===== src/rtl/fifo_stream_pkg.sv =====
// Shared constants and elaboration helpers for the FIFO stream reader.
// Latency: n/a (package only).
// Backpressure: n/a.
package fifo_stream_pkg;

    localparam int MAX_READ_LATENCY = 3;

    // Bits needed to hold any value 0..n.
    function automatic int clog2_count(input int n);
        return $clog2(n + 1);
    endfunction

    // The buffer must absorb every in-flight word plus one being popped.
    function automatic bit buf_fits_latency(input int log_buf, input int read_latency);
        return (2 ** log_buf) >= (read_latency + 1);
    endfunction

endpackage


===== src/rtl/latency_valid_pipe.sv =====
// Tracks which issued FIFO reads are still travelling toward fifo_q.
// Latency: DEPTH cycles from issue to the last stage.
// Backpressure: none; the issuer must only issue when credit is available.
module latency_valid_pipe
    import fifo_stream_pkg::*;
#(
    parameter int DEPTH = 2,
    parameter int CW    = clog2_count(DEPTH)
) (
    input  logic             clock,
    input  logic             sclr,
    input  logic             issue,
    output logic [DEPTH-1:0] stages,
    output logic [CW-1:0]    inflight
);

    logic [DEPTH-1:0] next_stages;

    generate
        if (DEPTH == 1) begin : g_single
            assign next_stages = issue;
        end else begin : g_multi
            assign next_stages = {stages[DEPTH-2:0], issue};
        end
    endgenerate

    always_ff @(posedge clock) begin
        if (sclr) begin
            stages <= '0;
        end else begin
            stages <= next_stages;
        end
    end

    always_comb begin
        inflight = '0;
        for (int i = 0; i < DEPTH; i++) begin
            inflight = inflight + CW'(stages[i]);
        end
    end

endmodule


===== src/rtl/fifo_stream_reader.sv =====
// Reads a normal-mode FIFO and re-presents its words as a valid/ready stream.
// Latency: first out_valid READ_LATENCY+1 cycles after the first fifo_rdreq; 1 word/cycle steady state.
// Backpressure: reads are issued only while buffered + in-flight words fit in the prefetch buffer.
module fifo_stream_reader
    import fifo_stream_pkg::*;
#(
    parameter int WIDTH        = 20,
    parameter int READ_LATENCY = 2,
    parameter int LOG_BUF      = 2
) (
    input  logic               clock,
    input  logic               sclr,
    input  logic               fifo_rdempty,
    output logic               fifo_rdreq,
    input  logic [WIDTH-1:0]   fifo_q,
    output logic               out_valid,
    input  logic               out_ready,
    output logic [WIDTH-1:0]   out_data,
    output logic [LOG_BUF:0]   out_count
);

    localparam int BUF = 2 ** LOG_BUF;
    localparam int NW  = LOG_BUF + 1;
    localparam int IW  = clog2_count(READ_LATENCY);
    localparam int CW  = LOG_BUF + 2;

    generate
        if (READ_LATENCY < 1 || READ_LATENCY > MAX_READ_LATENCY ||
            !buf_fits_latency(LOG_BUF, READ_LATENCY)) begin : g_bad_params
            $error("fifo_stream_reader: READ_LATENCY must be 1..3 and 2**LOG_BUF >= READ_LATENCY+1");
        end
    endgenerate

    logic [READ_LATENCY-1:0] lat_stages;
    logic [IW-1:0]           inflight;
    logic                    issue;
    logic                    push;
    logic                    pop;
    logic [CW-1:0]           credits_used;
    logic [LOG_BUF-1:0]      wr_ptr;
    logic [LOG_BUF-1:0]      rd_ptr;
    logic [WIDTH-1:0]        buf_mem [BUF];

    latency_valid_pipe #(
        .DEPTH (READ_LATENCY),
        .CW    (IW)
    ) u_lat_pipe (
        .clock    (clock),
        .sclr     (sclr),
        .issue    (issue),
        .stages   (lat_stages),
        .inflight (inflight)
    );

    // A pop this cycle frees a slot immediately, so issue resumes with no bubble.
    assign pop          = out_valid & out_ready;
    assign push         = lat_stages[READ_LATENCY-1];
    assign credits_used = CW'(out_count) + CW'(inflight) - CW'(pop);
    assign issue        = ~fifo_rdempty & ~sclr & (credits_used < CW'(BUF));
    assign fifo_rdreq   = issue;

    assign out_valid = (out_count != '0);
    assign out_data  = buf_mem[rd_ptr];

    always_ff @(posedge clock) begin
        if (sclr) begin
            wr_ptr    <= '0;
            rd_ptr    <= '0;
            out_count <= '0;
        end else begin
            if (push) wr_ptr <= wr_ptr + 1'b1;
            if (pop)  rd_ptr <= rd_ptr + 1'b1;
            out_count <= out_count + NW'(push) - NW'(pop);
        end
    end

    // Storage needs no reset: out_count alone decides what is readable.
    always_ff @(posedge clock) begin
        if (push) begin
            buf_mem[wr_ptr] <= fifo_q;
        end
    end

    assert property (@(posedge clock) disable iff (sclr) push |-> (out_count < NW'(BUF)));
    assert property (@(posedge clock) disable iff (sclr) $countones(lat_stages) == 32'(inflight));

endmodule


===== config.mk =====
export PLATFORM = sky130hd
export DESIGN_NAME = fifo_stream_reader
export DESIGN_NICKNAME = d
export VERILOG_FILES = /design/src/rtl/fifo_stream_pkg.sv /design/src/rtl/latency_valid_pipe.sv /design/src/rtl/fifo_stream_reader.sv
export SDC_FILE = /design/constraint.sdc
export NUM_CORES = 1
export LEC_CHECK = 0
export CORE_UTILIZATION = 54
export CTS_CLUSTER_DIAMETER = 50
export DETAILED_ROUTE_END_ITERATION = 10
export HOLD_SLACK_MARGIN = 0.03
export PLACE_DENSITY = 0.83
export SLEW_MARGIN = 20
export SYNTH_ARGS = -nofsm -noshare
export SYNTH_HDL_FRONTEND = slang
export SYNTH_SLANG_ARGS = --single-unit
export TNS_END_PERCENT = 5

===== constraint.sdc =====
create_clock -name clock -period 3.7 [get_ports clock]
set_input_delay 0.925 -clock clock [delete_from_list [all_inputs] [get_ports clock]]
set_output_delay 0.925 -clock clock [all_outputs]
set_load 0.01 [all_outputs]

==> results of run 1 <==
## cell families (layout without fill, tap and decap cells)
kind of cell    count (synthesis)  after routing  synth area share
flops                          91             91             0.748
mux                            23             23             0.138
simple gates                   16             16            0.0260
buf+inv                        15             81            0.0214
fa+ha+maj                      11             11            0.0414
xor+xnor                        5              5            0.0146
compound gates                  4              4            0.0111
## critical path: stages
cell	delay (ns)
dlygate4sd2_1	0.25
o31a_2	0.12
ha_1	0.27
inv_1	0.04
ha_1	0.26
a21o_1	0.16
a21oi_2	0.16
mux2_4	0.31
buf_2	0.14
## cells in the final DEF (no fill, tap or decap), types with 2 or more instances in the layout
master	synthesis	routed
dfxtp_1	11	11
inv_6	0	2
nor2b_1	2	2
nor2_1	7	7
clkdlybuf4s50_1	0	46
xnor2_1	3	3
edfxtp_1	80	80
ha_1	10	10
inv_1	10	10
mux4_2	20	20
clkbuf_8	0	9
and2_1	4	4
buf_4	0	8
## cell usage after synthesis (all sizes together), types with 2 or more instances
cell type  number
nor2            7
mux2            2
buf             5
dfxtp          11
and2            4
xnor2           4
mux4           20
ha             10
inv            10
nor2b           2
edfxtp         80
## through the flow
stage / total power (uW) / util / setup slack [ns] / hold slack [ns] / instances
after floorplan: 1700 / - / 0.442 / 0.422 / 165
after global placement: 2000 / 0.672 / -0.450 / 0.441 / 290
after detailed placement: 2020 / 0.672 / -0.462 / 0.449 / 290
after CTS: 2670 / 0.704 / 0.142 / 0.463 / 306
after global routing: 2770 / 0.704 / 0.0630 / 0.506 / 306
final: 2640 / 0.704 / 0.144 / 0.456 / 306
## flip-flops by register name (all words and copies together) (netlist names), named ones only
register           count
wr_ptr                 2
out_count              3
buf_mem               80
u_lat_pipe.stages      2
rd_ptr                 2
## area by class of cell
type / instances / area share
clock buffer: 9 / 0.0289
timing repair buffer: 56 / 0.124
sequential: 91 / 0.611
multi-input combinational: 59 / 0.190
clock inverter: 6 / 0.0149
tap: 75 / 0.0219
inverter: 10 / 0.00874
## what timing repair did
| action | 4_1_cts | 5_1_grt |
|---|---|---|
| setup endpoints to repair | 1 | 0 |
| gates resized for setup | 7 | 0 |
| setup buffers | 1 | 0 |
## report_power, final
part,leakage [uW],total [uW],switching [uW],internal [uW]
logic,0.000528,781,316,465
registers,0.000810,1230,52.6,1180
clock network,0.0000935,634,324,310
total,0.00143,2640,693,1950
## worst paths after layout
| check | from | endpoint | slack (ns) | cells after the start |
|---|---|---|---|---|
| max | out_ready | fifo_rdreq | 0.14 | 9 |
| min | u_lat_pipe.stages[0] | u_lat_pipe.stages[1] | 0.46 | 2 |
| max reg2reg | out_count[1] | u_lat_pipe.stages[0] | 1.53 | 8 |
| min reg2reg | u_lat_pipe.stages[0] | u_lat_pipe.stages[1] | 0.46 | 2 |
## per-layer routing
metal  track usage  wire length (um)  up-vias
li1              -                 -      774
met3        0.0341               198        9
met5             0                 0        -
met4        0.0897                83        0
met1         0.205              2300      827
met2         0.336              2990       37
==> metrics.cfg, run 1 <==
[sta]
max_slew_margin = 0.318
worstMarginPinSlew_ns = 1.02
finalHoldViolCount = 0
fin_crit_ns = 3.56
rsz0062_at_grt = false
setup_viol = 0
fin_setup_tns_ns = 0
skew_ns = 0.00886
layout_worst_path_cycle_share = 0.961
fmax_mhz = 281
drv_slew = 0

[die]
start_util = 0.575
die_w_um = 82.6
dieArea_mm2 = 0.00682
ios = 49
die_y_um = 82.6
core-area_mm2 = 0.00610
core.rowCount = 28

[cells_and_area]
layout.nets = 262
drive_above_1_share = 0.212
antenna_cells = 0
syn_to_final_growth_pct = 22.4
regArea_mm2 = 0.00262
fin_area_mm2 = 0.00429
multi_input_area_um2 = 817
fillCellCount = 385

[global_route]
first_global_vias = 1786
grt_pass1_wl_mm = 8.51
grt-ovfl-total = 0
antenna_found_initial = 0
grt_max_degree = 21
grt_use_total = 0.184

[worst_setup_path]
critPathKind = primary input to output port
crit_fanout = 2
arrival_ns = 2.63
endpoint_kind = output port
required_ns = 2.77
start_kind = primary input

[cts]
cts_tree = built
clkLatencyLatePin_ns = 0.34
cts_root_buffer = clkbuf_8
cts-buffers-inserted = 9
clk_path_buf_depth = 2
h-tree-depth = 3
cts_hold_buf = 0
clk_pin_slew_ns = 0.08
cts_sinks = 91

[yosys]
yosysTopAreaCellShare = 0.685
synth.area.top_cells = edfxtp_1 (68%), mux4_2 (13%), dfxtp_1 (6.3%)
synth_nets = 200
synth.distinct_cells = 23
synth_flop_cell = edfxtp_1
netlist_area_mm2 = 0.00351
yosys_warnings = 0
ys_ff_latch = 91
synth-seq-area-share = 0.748
async_flop_share = 0
syn_inst = 165
synth-edff-count = 80
yosys.area.top_type = edfxtp_1
syn_avg_cell_area_um2 = 21.3

[power_and_ir_drop]
p_per_area_mw_per_mm2 = 616
peakVddDrop_mv = 0.541
p_leak_uw = 0.00143

[flow_run]
drv_cap = 0

[routing]
vias = 1647
routed_wl_mm = 5.57
routedWlPerCell_um = 18.2
antenna_left = 0
vias_per_cell = 5.38
firstDrtPassIters = 4
drt-initial-drc-count = 63
drc = 0

[place]
place.gp.congestion = 0.721
io_buffers = 48
post_dp_cell_area_mm2 = 0.00410
dp_hpwl_mm = 3.74

[worst_hold_path]
worst_hold_path_type = flip-flop to flip-flop

[outcome]
status = finished, final reports clean

(Power assumes the default switching activity.)
==> inputs of run 2 (changes only) <==
Settings changed: GPL_TIMING_DRIVEN set to 0.
==> run 2 against run 1 <==
Final area grew 1.1%; die area is the same; sequential share of layout area shrank 0.69 points; critical endpoint unchanged.
==> metrics.cfg, run 2 (synthesis gave the netlist of run 1 again) <==
[cells_and_area]
finalNonFillerCells = 308
regMostFlops = buf_mem
layout_commonest_cell = edfxtp_1
layout.nets = 263
final_cell_mix = edfxtp_1 (80), clkdlybuf4s50_1 (46), mux4_2 (20)
drive_above_1_share = 0.206
regArea_mm2 = 0.00262
largest_registers = buf_mem x80, out_count x3
multi_input_area_um2 = 813
largest_register_ffs = 80
syn_to_final_growth_pct = 23.8
antenna_cells = 0
fillCellCount = 386

[sta]
fin_crit_ns = 3.61
layout_worst_path_cycle_share = 0.976
worstMarginPinSlew_ns = 1.06
fin_setup_tns_ns = 0
setup_viol = 0
hold_slack_ns = 0.449
fmax_mhz = 277
skew_ns = 0.0108
drv_slew = 0
finalHoldViolCount = 0
max_slew_margin = 0.296
rsz0062_at_grt = false

[power_and_ir_drop]
p_switching_uw = 691
p_leak_uw = 0.00145
internal_power_uw = 2100
p_clk_frac = 0.273
power_frac_comb = 0.288
peakVddDrop_mv = 0.518
p_per_area_mw_per_mm2 = 642
swShare = 0.248
seq_power_share = 0.438

[die]
core-area_mm2 = 0.00610
die_y_um = 82.6
die_w_um = 82.6
ios = 49
start_util = 0.575
dieArea_mm2 = 0.00682
core.rowCount = 28

[place]
place.gp.congestion = 0.692
dp_hpwl_mm = 3.68
placedCellCount = 288
io_buffers = 48

[cts]
clk_pin_slew_ns = 0.08
cts_tree = built
clk_path_buf_depth = 2
cts-buffers-inserted = 9
cts_sinks = 91
clkLatencyLatePin_ns = 0.34
h-tree-depth = 3
cts_root_buffer = clkbuf_8

[routing]
drc = 0
routedWlPerCell_um = 18.6
vias_per_cell = 5.44
vias = 1674
drt-initial-drc-count = 70
antenna_left = 0
firstDrtPassIters = 4
routed_wl_mm = 5.74

[global_route]
antenna_found_initial = 0
grt-ovfl-total = 0
grt_use_total = 0.190
grtUsageMet3 = 0.0462
busiest_layer = met2
use_met2 = 0.327
grt_max_degree = 21
use_met1 = 0.221
grt_pass1_wl_mm = 8.71
first_global_vias = 1735

[outcome]
status = finished, final reports clean

[worst_setup_path]
required_ns = 2.77
arrival_ns = 2.68
critPathKind = primary input to output port
endpoint_kind = output port
crit_fanout = 2
start_kind = primary input

[flow_run]
drv_cap = 0

[worst_hold_path]
worst_hold_path_type = flip-flop to flip-flop

## run 2: changes by cell type in the layout (fill, tap and decap cells not counted), sizes merged
cell,previous run,this run
inv,12,10
buf,9,10
bufinv,1,3
clkinv,2,1
clkbuf,9,11
## run 2: worst paths after layout
check | start | end | slack, ns | cells after the start
hold reg to reg | u_lat_pipe.stages[0] | u_lat_pipe.stages[1] | 0.45 | 2
setup reg to reg | out_count[2] | u_lat_pipe.stages[0] | 1.43 | 9
setup / recovery | out_ready | fifo_rdreq | 0.09 | 9
hold / removal | u_lat_pipe.stages[0] | u_lat_pipe.stages[1] | 0.45 | 2
## run 2: power by group through the flow
| stage | registers [uW] | logic [uW] | clock network [uW] |
|---|---|---|---|
| after floorplan | 1240 | 455 | 0 |
| after global placement | 1240 | 748 | 0 |
| after detailed placement | 1250 | 771 | 0 |
| after CTS | 1220 | 809 | 775 |
| after global routing | 1230 | 875 | 815 |
| final | 1220 | 804 | 763 |
## run 2: critical path, cell delays in order
cell,delay (ns)
dlygate4sd2_1,0.26
o31a_2,0.13
ha_1,0.27
inv_1,0.04
ha_1,0.26
a21o_1,0.17
a21oi_2,0.16
mux2_1,0.33
buf_2,0.14
## run 2: layout make-up
type                       count  share of cell area
buffer                         5             0.00865
clock buffer                  11              0.0303
clock inverter                 5              0.0233
inverter                      10             0.00865
multi-input combinational     59               0.187
sequential                    91               0.604
tap                           75              0.0216
timing repair buffer          52               0.116
## run 2: per-stage QoR
step / setup WS, ns / power, uW / area (um2) / util
after floorplan: 0.442 / 1700 / 3510 / -
after global placement: -0.572 / 1990 / 4080 / 0.670
after detailed placement: -0.571 / 2020 / 4080 / 0.670
after CTS: 0.0135 / 2810 / 4340 / 0.712
after global routing: 0.0421 / 2920 / 4340 / 0.712
final: 0.0903 / 2790 / 4340 / 0.712
## run 2: metal layers
metal | vias to the layer above | routed length (um)
met5 | - | 0
met4 | 0 | 79
met3 | 9 | 217
met2 | 44 | 3120
met1 | 845 | 2320
li1 | 776 | -
## run 2: repair_timing
| item | 4_1_cts | 5_1_grt |
|---|---|---|
| resized for setup | 5 | 1 |
| cloned | 0 | 0 |
| setup endpoints to repair | 1 | 1 |
| hold buffers | 0 | 0 |
| setup buffers | 3 | 1 |
| pin swaps | 1 | 1 |
| endpoints found under the hold margin | 0 | 0 |
==> inputs of run 3 (changes only) <==
Settings changed: CTS_CLUSTER_SIZE set to 8, SYNTH_HIERARCHICAL set to 1.
==> run 3 against run 2 <==
Non-clock buffer count down 2; combinational power shrank 13%; clock skew shrank 0.0057 ns; critical path depth did not move; register-to-register slack gained 0.16 ns; setup slack improved by 0.17 ns; die area grew 0.45%; worst hold slack improved by 0.019 ns; total power shrank 10%; first-iteration DRC count up 7.1%; sequential share of layout area up 0.88 points; synthesized cell count rose by 4.8%; critical path type unchanged; highest routed layer unchanged.
==> metrics.cfg, run 3 <==
[cts]
clk_path_buf_depth = 2
cts_tree = built
cts_sinks = 91
clk_pin_slew_ns = 0.08
h-tree-depth = 3
clkLatencyLatePin_ns = 0.34
cts_root_buffer = clkbuf_8
cts-buffers-inserted = 9
cts_hold_buf = 0

[cells_and_area]
regArea_mm2 = 0.00262
fillCellCount = 423
multi_input_area_um2 = 815
layout_commonest_cell = edfxtp_1
drive_above_1_share = 0.172
syn_to_final_growth_pct = 21.4
final_cell_mix = edfxtp_1 (80), clkdlybuf4s50_1 (46), mux4_2 (20)
largest_registers = buf_mem x80, out_count x3
largest_register_ffs = 80
fin_area_mm2 = 0.00428
layout.nets = 269
antenna_cells = 0
regMostFlops = buf_mem

[yosys]
async_flop_share = 0
synth_nets = 209
ys_ff_latch = 91
synth.distinct_cells = 24
yosysTopAreaCellShare = 0.682
synth-seq-area-share = 0.744
yosys_warnings = 6
synthTopCellsByCount = edfxtp_1 (80), mux4_2 (20), inv_1 (14)
synth-edff-count = 80
netlist_area_mm2 = 0.00352
synth.most_common_cell = edfxtp_1
syn_avg_cell_area_um2 = 20.4
yosys.area.top_type = edfxtp_1
synth.area.top_cells = edfxtp_1 (68%), mux4_2 (13%), dfxtp_1 (6.3%)
synth_flop_cell = edfxtp_1
syn_inst = 173

[global_route]
grt_pass1_wl_mm = 8.23
grt_max_degree = 21
first_global_vias = 1791
grt-ovfl-total = 0
antenna_found_initial = 0
grt_use_total = 0.175

[die]
ios = 49
core-area_mm2 = 0.00631
dieArea_mm2 = 0.00685
die_w_um = 82.8
core.rowCount = 29
die_y_um = 82.8
start_util = 0.558

[place]
io_buffers = 48
post_dp_cell_area_mm2 = 0.00410
dp_hpwl_mm = 3.49
place.gp.congestion = 0.701

[worst_setup_path]
crit_fanout = 3
critPathKind = primary input to output port
endpoint_kind = output port
required_ns = 2.77
start_kind = primary input
arrival_ns = 2.52

[routing]
drc = 0
routed_wl_mm = 5.47
routedWlPerCell_um = 17.4
vias = 1715
drt-initial-drc-count = 75
vias_per_cell = 5.44
firstDrtPassIters = 4
antenna_left = 0

[sta]
layout_worst_path_cycle_share = 0.930
fmax_mhz = 291
finalHoldViolCount = 0
setup_viol = 0
drv_slew = 0
fin_crit_ns = 3.44
fin_setup_tns_ns = 0
worstMarginPinSlew_ns = 1.04
skew_ns = 0.00511
rsz0062_at_grt = false
max_slew_margin = 0.308

[outcome]
status = finished, final reports clean

[power_and_ir_drop]
p_per_area_mw_per_mm2 = 585
p_leak_uw = 0.00143
peakVddDrop_mv = 0.302

[flow_run]
drv_cap = 0

[worst_hold_path]
worst_hold_path_type = flip-flop to flip-flop

==> run 3: changes by cell type in the layout (fill, tap and decap cells not counted), sizes merged, moves of 2 or more <==
cell / before / now
mux2: 2 / 0
nor2b: 2 / 4
buf: 10 / 7
inv: 10 / 14
bufinv: 3 / 1
clkbuf: 11 / 14
==> run 3: report_power, final <==
part | switching, uW | internal (uW) | total, uW
registers | 26.5 | 1160 | 1180
logic | 287 | 415 | 701
clock network | 309 | 311 | 620
total | 622 | 1880 | 2500
==> run 3: what timing repair did <==
action,in CTS,in global routing
gates resized for setup,5,0
setup endpoints to repair,1,0
endpoints found under the hold margin,0,0
setup buffers,1,0
==> run 3: metrics by stage <==
stage	utilization	cells	worst slack (ns)	hold slack, ns	power, uW
floorplan	-	173	0.544	0.445	1630
global placement	0.649	298	-0.540	0.457	1900
detailed placement	0.649	298	-0.548	0.462	1920
CTS	0.678	315	0.224	0.476	2530
global route	0.678	315	0.135	0.489	2620
finish	0.678	315	0.258	0.468	2500
==> run 3: kinds of logic (layout without fill, tap and decap cells) <==
family	after synthesis	after routing	synth area share
XOR/XNOR	5	5	0.0124
buffers and inverters	20	85	0.0245
AND/OR/NAND/NOR	20	20	0.0313
AO/OA/AOI/OAI	4	4	0.0121
multiplexers	21	21	0.131
adder cells (fa/ha/maj)	12	12	0.0447
flip-flops	91	91	0.744
==> run 3: worst paths after layout <==
check	startpoint	to	slack (ns)	depth (start not counted)
hold reg to reg	u_lat_pipe/stages[0]	u_lat_pipe/stages[1]	0.47	1
setup reg to reg	out_count[2]	out_count[2]	1.59	9
hold / removal	u_lat_pipe/stages[0]	u_lat_pipe/stages[1]	0.47	1
setup / recovery	out_ready	fifo_rdreq	0.26	9
==> run 3: layout make-up <==
class,count,share of cell area
clock buffers,13,0.0325
plain buffers,6,0.00789
inverters,14,0.0123
clock inverters,3,0.00906
repair buffers,49,0.113
multi-input cells,62,0.190
flip-flops and latches,91,0.613
well taps,77,0.0225
==> run 3: critical path: stages <==
cell	delay, ns
dlygate4sd2_1	0.22
o31a_2	0.16
ha_1	0.13
inv_1	0.04
ha_1	0.26
nand3b_1	0.11
a211o_1	0.29
a311oi_2	0.21
buf_2	0.17
==> run 3: per-layer routing <==
layer / vias to the layer above / global-route usage / routed length, um
li1: 793 / - / -
met1: 867 / 0.195 / 2260
met2: 44 / 0.311 / 2900
met3: 11 / 0.0317 / 187
met4: 0 / 0.107 / 112
met5: - / 0 / 0
